### config.mk
export PLATFORM = sky130hd
export DESIGN_NAME = nor_array_flat
export DESIGN_NICKNAME = d
export VERILOG_FILES = /design/src/rtl/nor_array_if.sv /design/src/rtl/nor_array.sv /design/src/flat_wrapper.sv
export SDC_FILE = /design/constraint.sdc
export NUM_CORES = 1
export LEC_CHECK = 0
export CORE_AREA = 2 2 39 41
export DETAILED_ROUTE_END_ITERATION = 7
export DIE_AREA = 0 0 41 43
export GPL_ROUTABILITY_DRIVEN = 0
export PLACE_DENSITY = 0.75
export SETUP_SLACK_MARGIN = 0.3
export SYNTH_ARGS = -nofsm -noshare
export SYNTH_HDL_FRONTEND = slang
export SYNTH_SLANG_ARGS = --single-unit
### constraint.sdc
create_clock -name clk -period 3.4 [get_ports clk]
set_input_delay 0.68 -clock clk [delete_from_list [all_inputs] [get_ports clk]]
set_output_delay 0.68 -clock clk [all_outputs]
set_load 0.005 [all_outputs]
### src/rtl/nor_array_if.sv
// Bus bundle for nor_array: gate inputs and freeze control toward the block,
// gate outputs and status back from it.
interface nor_array_if #(
  parameter int CHANNELS = 4,
  parameter int FANIN    = 3
);
  logic                        hold;
  logic [CHANNELS*FANIN-1:0]   a;
  logic [CHANNELS-1:0]         y;
  logic                        chg;
  logic                        settled;

  modport master (
    output hold,
    output a,
    input  y,
    input  chg,
    input  settled
  );

  modport slave (
    input  hold,
    input  a,
    output y,
    output chg,
    output settled
  );
endinterface

### src/rtl/nor_array.sv
// Bank of CHANNELS independent FANIN-input NOR gates with a DEPTH-stage
// clocked propagation delay. Inputs are captured on the falling edge and the
// delay line advances on the rising edge, so a DEPTH=1 instance behaves like a
// classic half-cycle gate. A freeze input stalls the whole block, and change /
// settle status lets a cluster of these be stepped and observed as one unit.
module nor_array #(
  parameter int                  CHANNELS      = 4,
  parameter int                  FANIN         = 3,
  parameter int                  DEPTH         = 1,
  parameter logic [CHANNELS-1:0] IV            = '0,
  parameter int                  SETTLE_CYCLES = 4
) (
  input  logic      clk,
  input  logic      rst,
  nor_array_if.slave bus
);

  localparam int                CNT_W   = $clog2(SETTLE_CYCLES + 1);
  localparam logic [CNT_W-1:0]  CNT_MAX = CNT_W'(SETTLE_CYCLES);
  localparam logic [CNT_W-1:0]  CNT_ONE = CNT_W'(1);

  // Quiet-time counter step: counts up and parks at the settle threshold.
  function automatic logic [CNT_W-1:0] sat_inc(input logic [CNT_W-1:0] v);
    return (v == CNT_MAX) ? v : v + CNT_ONE;
  endfunction

  logic [CHANNELS-1:0] nor_p0;
  logic [CHANNELS-1:0] s0_p0;
  logic [CHANNELS-1:0] pipe_p [1:DEPTH];
  logic [CHANNELS-1:0] src_p  [1:DEPTH];
  logic                y_chg;
  logic                chg_q;
  logic [CNT_W-1:0]    cnt_q;

  // Per-channel NOR of that channel's own input slice only.
  always_comb begin
    nor_p0 = '0;
    for (int c = 0; c < CHANNELS; c++) begin
      nor_p0[c] = ~|bus.a[c*FANIN +: FANIN];
    end
  end

  // Stage 0: falling-edge capture of the gate outputs.
  always_ff @(negedge clk or posedge rst) begin
    if (rst) begin
      s0_p0 <= IV;
    end else if (!bus.hold) begin
      s0_p0 <= nor_p0;
    end
  end

  // Source of each rising-edge stage: stage 1 takes the capture register,
  // every later stage takes its predecessor.
  assign src_p[1] = s0_p0;
  for (genvar k = 2; k <= DEPTH; k++) begin : g_src
    assign src_p[k] = pipe_p[k-1];
  end

  // The value about to land on y differs from the one currently shown.
  always_comb y_chg = (src_p[DEPTH] != pipe_p[DEPTH]);

  // Stages 1..DEPTH: rising-edge delay line plus change/settle bookkeeping.
  always_ff @(posedge clk or posedge rst) begin
    if (rst) begin
      for (int k = 1; k <= DEPTH; k++) begin
        pipe_p[k] <= IV;
      end
      chg_q <= 1'b0;
      cnt_q <= '0;
    end else if (bus.hold) begin
      chg_q <= 1'b0;
    end else begin
      for (int k = 1; k <= DEPTH; k++) begin
        pipe_p[k] <= src_p[k];
      end
      chg_q <= y_chg;
      cnt_q <= y_chg ? '0 : sat_inc(cnt_q);
    end
  end

  assign bus.y       = pipe_p[DEPTH];
  assign bus.chg     = chg_q;
  assign bus.settled = (cnt_q == CNT_MAX);

endmodule

### src/flat_wrapper.sv
// flat-port wrapper written by rule: the top's interface ports become plain ports
module nor_array_flat 
#(
  parameter int                  CHANNELS      = 4,
  parameter int                  FANIN         = 3,
  parameter int                  DEPTH         = 1,
  parameter logic [CHANNELS-1:0] IV            = '0,
  parameter int                  SETTLE_CYCLES = 4
)
  (clk, rst, bus_hold, bus_a, bus_y, bus_chg, bus_settled);
  nor_array_if #(.CHANNELS(CHANNELS), .FANIN(FANIN)) bus_i ();
  input  logic clk;
  input  logic rst;
  input wire logic [$bits(bus_i.hold)-1:0] bus_hold;
  input wire logic [$bits(bus_i.a)-1:0] bus_a;
  output wire logic [$bits(bus_i.y)-1:0] bus_y;
  output wire logic [$bits(bus_i.chg)-1:0] bus_chg;
  output wire logic [$bits(bus_i.settled)-1:0] bus_settled;
  assign bus_i.hold = bus_hold;
  assign bus_i.a = bus_a;
  assign bus_y = bus_i.y;
  assign bus_chg = bus_i.chg;
  assign bus_settled = bus_i.settled;
  nor_array #(.CHANNELS(CHANNELS), .FANIN(FANIN), .DEPTH(DEPTH), .IV(IV), .SETTLE_CYCLES(SETTLE_CYCLES)) u_core (.clk(clk), .rst(rst), .bus(bus_i));
endmodule
==> results of run 1 <==
[state kept, by name (all words and copies together), names as in the netlist]
| signal | cells |
|---|---|
| u_core.bus.y | 4 |
| u_core.bus.chg | 1 |
| u_core.s0_p0 | 4 |
| u_core.cnt_q | 3 |
[worst paths after layout]
| path | from | endpoint | depth (start not counted) |
|---|---|---|---|
| max | bus_hold | u_core.s0_p0[1] | 3 |
| min in group asynchronous | rst | u_core.bus.y[0] | 2 |
| min | u_core.s0_p0[1] | u_core.s0_p0[1] | 2 |
| max in group asynchronous | rst | u_core.s0_p0[2] | 2 |
| max reg2reg | u_core.s0_p0[2] | u_core.cnt_q[0] | 4 |
| min reg2reg | u_core.s0_p0[1] | u_core.s0_p0[1] | 2 |
[cell families after synthesis]
kind of cell | after synthesis
AND/OR/NAND/NOR | 12
flip-flops | 12
AO/OA/AOI/OAI | 9
buffers and inverters | 6
XOR/XNOR | 4
multiplexers | 4
adder cells (fa/ha/maj) | 2
[through the flow]
| step | power, mW | cells | instance area [µm²] |
|---|---|---|---|
| final | 0.3850 | 90 | 857.1 |
| after global routing | 0.4126 | 90 | 857.1 |
| after CTS | 0.3898 | 90 | 842.1 |
| after detailed placement | 0.2758 | 86 | 805.8 |
| after global placement | 0.2729 | 86 | 805.8 |
| after floorplan | 0.2324 | 49 | 573.1 |
[worst min-delay path, stage by stage, from the launching register on]
cell and delay, ps:
dfrtn_1 440, nand2_1 70, o41ai_1 60
[synth_stat cells]
cell,count
and2_1,1
a21oi_2,1
o41ai_1,4
nor2_1,3
nand2_1,4
nand3_1,2
mux2_2,4
ha_1,2
dfrtp_1,8
buf_2,2
xor2_1,4
nor4_4,1
dfrtn_1,4
nand3b_1,1
a21oi_1,2
o21ai_2,2
inv_1,4
[layer usage]
| layer | share of wire (%) | routed length, µm | up-vias | GRT usage (%) |
|---|---|---|---|---|
| met4 | 1.8 | 19 | 0 | 14.00 |
| met5 | 0 | 0 | - | 0 |
| met1 | 40 | 421 | 216 | 18.37 |
| met2 | 53 | 558 | 13 | 20.00 |
| li1 | - | - | 220 | - |
| met3 | 5.4 | 57 | 2 | 4.712 |
[repair_timing]
item / CTS / global route
resized for setup: 0 / 2
hold endpoints to repair: 0 / 0
setup endpoints to repair: 0 / 2
hold buffers: 0 / 0
[area by class of cell]
type | instances | area [µm²] | share of cell area [%]
clock buffer | 4 | 36.28 | 4.234
inverter | 4 | 15.01 | 1.752
multi-input combinational | 31 | 262.8 | 30.66
sequential | 12 | 300.3 | 35.04
tap | 16 | 20.02 | 2.336
timing repair buffer | 23 | 222.7 | 25.99
[power by group through the flow]
stage               combinational [mW]  sequential (mW)  clock [mW]
global route                     0.111            0.175       0.127
detailed placement               0.100            0.176           0
finish                           0.100            0.173       0.112
floorplan                       0.0586            0.174           0
CTS                              0.100            0.173       0.117
global placement                0.0983            0.175           0
==> qor.csv, run 1 <==
metric,value,unit
final core utilization,61.93,%
Hold WS,476.4,ps
post-synth top area share,34.93,%
Startpoint Class,input port,
Hold WC Path Type,flip-flop to flip-flop,
CP Capture Type,flip-flop,
worst-case clock buffer depth,2,
ANT cells,0,
Post CTS Setup Buffer Count,0,
Initial Util,41.41,%
worst vdd ir,0.2244,mV
Final Hold Vio Count,0,
Sequential Power Share,44.9,%
vias per cell,5.011,
Sink Count,12,
Post-Synthesis Cell Area,573.1,µm²
Synth area leader,dfrtp_1,
GRT Util Overall,15.12,%
critical path type,input port to flip-flop,
largest family of logic cells by synthesized area,compound AO/OA/AOI/OAI gates,
fill cell count,123,
Mean Syn Cell Area,11.69,µm²
highest-count cells in the layout ignoring fill and taps,"clkdlybuf4s50_1, dfrtp_1",
io pins,21,
YS warnings,0,
first-pass GRT wire length,1.683,mm
CTS tree,done,
Power Density,449.2,nW/µm²
final setup TNS,0,ps
"CTS clk-pin slew, worst paths",50,ps
post-detail-place hpwl,825.3,µm
Detailed Route Iter0 Violations,4,
post-synthesis mux area share,7.860,%
WP data required,1960,ps
Reg2Reg Setup Slack,430,ps
# port buffers,20,
CTS H-tree lvls,1,
critical-path cell list,clkdlybuf4s50_1 > buf_4 > o41ai_1,
Final Setup Violations,0,
grt ovf,0,
switching power share of the total,26.56,%
Clock Root Buffer,clkbuf_4,
Routed Antenna Nets,0,
Slew @ Worst Pin,347.1,ps
"Largest delay share family, worst path",buffers and inverters,
initial antenna violation count,0,
share of layout cells above drive strength 1,22.97,%
"commonest non-fill, non-tap cell in the layout",clkdlybuf4s50_1,
Slew HR,76.68,%
syn nets,66,
1st-pass router iterations,2,
# nets final,92,
vias,451,
number of synthesized register bits,12,
largest cells by area after synthesis,"dfrtp_1, dfrtn_1, mux2_2, o41ai_1, xor2_1",
sw power,0.1023,mW
Routed WL,1.057,mm
LEAKAGE,0.4071,nW
pre-CTS setup slack,54.54,ps
Die Width,41,µm
DIE AREA,1763,µm²
XOR/XNOR share of the synthesized area,6.114,%
per-cell routed wire length,11.74,µm
Internal,0.2828,mW
Slew Limit Fails,0,
CP Buf/Inv Count,2,
largest fanout on the critical path,12,
Worst path max stage delay,390,ps
compound-cell area share of the yosys netlist,12.45,%
vias in the first global route,394,
RSZ-0062 raised after global routing,no,
CP arrival,1610,ps
Synth Area in Simple Gates,12.45,%
Worst Slack Setup Final,356.7,ps
synthesis-to-finish area growth,49.56,%
CP max-delay cell,clkdlybuf4s50_1,
Clock Skews,9.407,ps
clk_lat worst skew,280,ps
Core Area,1384,µm²
# DRC,0,
"Seq/Total Area, Yosys",52.40,%
instance count of the mapped netlist,49,
post-synth cell types,17,
Clk pwr share,29.1,%
Die Y-Extent,43,µm
Synth Area in Adders,4.367,%
site row count,14,
combinational share of power,26.0,%
CTS Buf Count,3,
status,"complete, no violations",
Max-Cap Viols,0,
largest net degree at the start of global routing,13,
(Power assumes the default switching activity.)
==> inputs of run 2 (changes only) <==
--- a/config.mk
+++ b/config.mk
@@ -5,11 +5,11 @@
 export SDC_FILE = /design/constraint.sdc
 export NUM_CORES = 1
 export LEC_CHECK = 0
-export CORE_AREA = 2 2 39 41
+export CORE_MARGIN = 2
+export CORE_UTILIZATION = 30
 export DETAILED_ROUTE_END_ITERATION = 7
-export DIE_AREA = 0 0 41 43
 export GPL_ROUTABILITY_DRIVEN = 0
-export PLACE_DENSITY = 0.75
+export PLACE_DENSITY = 0.55
 export SETUP_SLACK_MARGIN = 0.3
 export SYNTH_ARGS = -nofsm -noshare
 export SYNTH_HDL_FRONTEND = slang
==> run 2 against run 1 <==
Clock power is essentially flat; utilization shrank 13 points; via count is 2.7% lower; flip-flop and latch count is the same; highest routed layer unchanged; total power up 0.53%.
==> qor.csv, run 2 (synthesis gave the netlist of run 1 again) <==
metric,value,unit
status,"complete, no violations",
initial antenna violation count,0,
critical path type,flip-flop to flip-flop,
"Largest delay share family, worst path",simple AND/OR/NAND/NOR gates,
grt ovf,0,
Final Setup Violations,0,
pre-CTS setup slack,-2.155,ps
"Hold-fix buffers, CTS",0,
Max-Cap Viols,0,
per-cell routed wire length,10.99,µm
GRT Util Overall,10.98,%
CTS tree,done,
clk_lat worst skew,280,ps
vias,439,
Hold WC Path Type,flip-flop to flip-flop,
first-pass GRT wire length,1.621,mm
Routed Antenna Nets,0,
worst vdd ir,0.1996,mV
multi-input logic area,255.2,µm²
Worst Slack Setup Final,399.0,ps
DIE AREA,2276,µm²
fill cell count,175,
share of layout cells above drive strength 1,20.55,%
Routed WL,1.077,mm
RSZ-0062 raised after global routing,no,
hold-critical path depth,2,
# port buffers,20,
"CTS clk-pin slew, worst paths",70,ps
Clock Root Buffer,clkbuf_4,
vias in the first global route,359,
LEAKAGE,0.4027,nW
Initial Util,32.48,%
critical-path cell list,xor2_1 > nor4_4 > a21oi_2 > o21ai_2,
Slew @ Worst Pin,380.3,ps
Detailed Route Iter0 Violations,5,
final core utilization,49.01,%
post-detail-place hpwl,812.5,µm
register area,300.3,µm²
io pins,21,
1st-pass router iterations,6,
largest fanout on the critical path,5,
Core Area,1764,µm²
WP data required,3600,ps
Final Hold Vio Count,0,
CTS H-tree lvls,1,
# nets final,91,
synthesis-to-finish area growth,50.87,%
final setup TNS,0,ps
CP Capture Type,flip-flop,
vias per cell,4.480,
Clock Skews,7.260,ps
CTS Buf Count,3,
Die Width,47.71,µm
Slew Limit Fails,0,
CP max-delay cell,nor4_4,
# DRC,0,
Pwr Total,0.3871,mW
ANT cells,0,
worst-case clock buffer depth,2,
Slew HR,74.46,%
Sink Count,12,
CP arrival,3210,ps
Power Density,447.7,nW/µm²
highest-count cells in the layout ignoring fill and taps,"clkdlybuf4s50_1, dfrtp_1",
CP Buf/Inv Count,0,
WP depth,4,
"commonest non-fill, non-tap cell in the layout",clkdlybuf4s50_1,
largest net degree at the start of global routing,17,
site row count,15,
Die Y-Extent,47.71,µm
Worst path max stage delay,430,ps
Worst R2R Path Depth,4,
Startpoint Class,flip-flop,
run 2: cell count changes in the layout (fill, tap and decap cells not counted):
cell             delta
o41ai_1             +1
dlygate4sd2_1       +1
clkdlybuf4s50_1     -1
buf_12              +1
o41ai_2             -1
buf_4               -2
run 2: where the power goes:
| part | total (mW) | leakage [nW] | internal (mW) | switching, mW |
|---|---|---|---|---|
| Clock | 0.113 | 0.0210 | 0.0651 | 0.0482 |
| Sequential | 0.172 | 0.161 | 0.161 | 0.0111 |
| Combinational | 0.102 | 0.221 | 0.0567 | 0.0451 |
| Total | 0.387 | 0.403 | 0.283 | 0.104 |
run 2: layout make-up:
cell class | instances | area share, %
clock buffers | 4 | 4.197
inverters | 4 | 1.737
multi-input cells | 31 | 29.52
flip-flops and latches | 12 | 34.73
well taps | 25 | 3.618
repair buffers | 22 | 26.19
run 2: final timing paths:
| kind | from | to | slack (ps) |
|---|---|---|---|
| worst max-delay path | u_core.s0_p0[2] | u_core.cnt_q[1] | 400 |
| worst min-delay path | u_core.s0_p0[3] | u_core.s0_p0[3] | 470 |
| worst max register to register | u_core.s0_p0[2] | u_core.cnt_q[1] | 400 |
| worst min register to register | u_core.s0_p0[3] | u_core.s0_p0[3] | 470 |
| max in group asynchronous | rst | u_core.s0_p0[0] | 860 |
| min in group asynchronous | rst | u_core.bus.y[0] | 670 |
run 2: tightest hold or removal path, cell delays in order, from the launching register on:
cell and delay, ps:
dfrtn_1 440, nand2_1 60, o41ai_1 50
run 2: routing by layer:
| metal | part of all wire (%) | global-route usage (%) | up-vias |
|---|---|---|---|
| li1 | - | - | 220 |
| met1 | 50 | 14.72 | 202 |
| met2 | 42 | 13.87 | 15 |
| met3 | 5.5 | 3.396 | 2 |
| met4 | 1.8 | 9.730 | 0 |
| met5 | 0 | 0 | - |
run 2: repair_timing:
item	in CTS	in global routing
setup endpoints to repair	2	0
setup buffers	0	0
resized for setup	2	0
run 2: through the flow:
step / instance area (µm²) / hold WS (ps) / instances
2_1_floorplan: 573.1 / 441.5 / 49
3_3_place_gp: 822.0 / 465.6 / 94
3_5_place_dp: 822.0 / 468.0 / 94
4_1_cts: 864.6 / 473.5 / 98
5_1_grt: 864.6 / 499.8 / 98
6_report: 864.6 / 466.0 / 98
==> inputs of run 3 (changes only) <==
--- a/config.mk
+++ b/config.mk
@@ -7,6 +7,7 @@
 export LEC_CHECK = 0
 export CORE_MARGIN = 2
 export CORE_UTILIZATION = 30
+export CTS_BUF_LIST = sky130_fd_sc_hd__clkbuf_8
 export DETAILED_ROUTE_END_ITERATION = 7
 export GPL_ROUTABILITY_DRIVEN = 0
 export PLACE_DENSITY = 0.55
==> run 3 against run 2 <==
Setup slack about the same; critical path type unchanged; via count up 1.4%; worst hold slack about the same; clock skew increased by 13 ps; flip-flop and latch count unchanged; total power rose by 11%; sequential power barely moved; non-clock buffer count unchanged; die area did not move; largest power group unchanged; highest routed layer unchanged.
==> qor.csv, run 3 (synthesis gave the netlist of run 1 again) <==
metric,value,unit
critical path type,flip-flop to flip-flop,
# DRC,0,
GRT Util Overall,10.75,%
Initial Util,32.48,%
Slew Limit Fails,0,
Power Density,484.3,nW/µm²
ANT cells,0,
Hold WC Path Type,flip-flop to flip-flop,
"CTS clk-pin slew, worst paths",50,ps
area post-placement,822.0,µm²
share of layout cells above drive strength 1,20.55,%
hold-critical path depth,2,
WP data required,3570,ps
CTS H-tree lvls,1,
Reg2Reg Setup Slack,400,ps
1st-pass router iterations,6,
highest-count cells in the layout ignoring fill and taps,"clkdlybuf4s50_1, dfrtp_1",
Clk pwr share,35.9,%
"Hold-fix buffers, CTS",0,
worst setup path start,u_core.s0_p0[2],
CTS tree,done,
CP max-delay cell,nor4_4,
CP Capture Type,flip-flop,
Max-Cap Viols,0,
first-pass GRT wire length,1.628,mm
Routed Antenna Nets,0,
CP arrival,3170,ps
vias in the first global route,361,
largest net degree at the start of global routing,17,
sw power,0.1076,mW
Hold Path End,u_core.s0_p0[3],
site row count,15,
# port buffers,20,
FF-to-FF Start,u_core.s0_p0[2],
Slew HR,75.09,%
per-cell routed wire length,10.99,µm
Final Setup Violations,0,
Inst Count DP,94,
critical-path cell list,xor2_1 > nor4_4 > a21oi_2 > o21ai_2,
Die Y-Extent,47.71,µm
vias,445,
switching power share of the total,25.15,%
Die Width,47.71,µm
post-detail-place hpwl,812.5,µm
LEAKAGE,0.4104,nW
grt ovf,0,
vias per cell,4.541,
CTS Buf Count,3,
Worst R2R Path Depth,4,
RSZ-0062 raised after global routing,no,
Worst path max stage delay,420,ps
Final Hold Vio Count,0,
clk_lat worst skew,250,ps
initial antenna violation count,0,
combinational share of power,23.7,%
Slew @ Worst Pin,370.9,ps
synthesis-to-finish area growth,54.15,%
reg2reg end,u_core.cnt_q[1],
DIE AREA,2276,µm²
Startpoint Class,flip-flop,
final core utilization,50.07,%
# nets final,91,
Routed WL,1.077,mm
largest fanout on the critical path,5,
non-filler instance count after layout,98,
io pins,21,
status,"complete, no violations",
"commonest non-fill, non-tap cell in the layout",clkdlybuf4s50_1,
Detailed Route Iter0 Violations,11,
Internal,0.3202,mW
Clock Skews,20.65,ps
Sequential Power Share,40.3,%
worst vdd ir,0.2092,mV
final instance area,883.3,µm²
Core Area,1764,µm²
worst-case clock buffer depth,2,
Sink Count,12,
Clock Root Buffer,clkbuf_8,
HP Start,u_core.s0_p0[3],
[run 3: per-layer routing]
metal	vias up	routed length [µm]	GRT usage [%]
li1	218	-	-
met1	206	531	14.95
met2	19	461	14.40
met3	2	65	3.396
met4	0	19	6.486
met5	-	0	0
[run 3: repair_timing]
item | CTS | global route
setup buffers | 0 | 0
gates resized for setup | 2 | 0
endpoints found under the setup margin | 3 | 0
[run 3: worst max path at each step]
stage	to	slack (ps)	cells after the start
2_1_floorplan	u_core.s0_p0[2]	360	3
3_3_place_gp	u_core.s0_p0[3]	10	3
3_5_place_dp	u_core.s0_p0[3]	-2	3
4_1_cts	u_core.cnt_q[1]	400	4
5_1_grt	u_core.cnt_q[0]	310	4
6_report	u_core.cnt_q[1]	400	4
[run 3: critical path, delay by kind of cell, from the launching register on]
| family | cells | cell delay [ps] |
|---|---|---|
| compound gates | 2 | 250 |
| simple gates | 1 | 420 |
| xor+xnor | 1 | 190 |
| flops | 1 | 360 |
[run 3: layout make-up]
type                            instances  area (µm²)
Clock buffer                            4       55.05
Fill cell                             176       880.8
Inverter                                4       15.01
Multi-Input combinational cell         31       255.2
Sequential cell                        12       300.3
Tap cell                               25       31.28
Timing Repair Buffer                   22       226.5
[run 3: power groups by stage]
stage | sequential (mW) | clock (mW) | combinational, mW
global placement | 0.175 | 0 | 0.101
CTS | 0.173 | 0.157 | 0.102
detailed placement | 0.175 | 0 | 0.102
floorplan | 0.174 | 0 | 0.0586
global route | 0.176 | 0.164 | 0.112
finish | 0.173 | 0.154 | 0.102
[run 3: metrics by stage]
| step | setup TNS [ps] | setup WS, ps | power (mW) | hold WS (ps) |
|---|---|---|---|---|
| after CTS | 0 | 395.8 | 0.4324 | 473.1 |
| after detailed placement | -2.155 | -2.155 | 0.2766 | 468.0 |
| after global placement | 0 | 14.41 | 0.2761 | 465.6 |
| after floorplan | 0 | 358.3 | 0.2324 | 441.5 |
| after global routing | 0 | 311.9 | 0.4528 | 499.1 |
| final | 0 | 398.8 | 0.4278 | 465.6 |
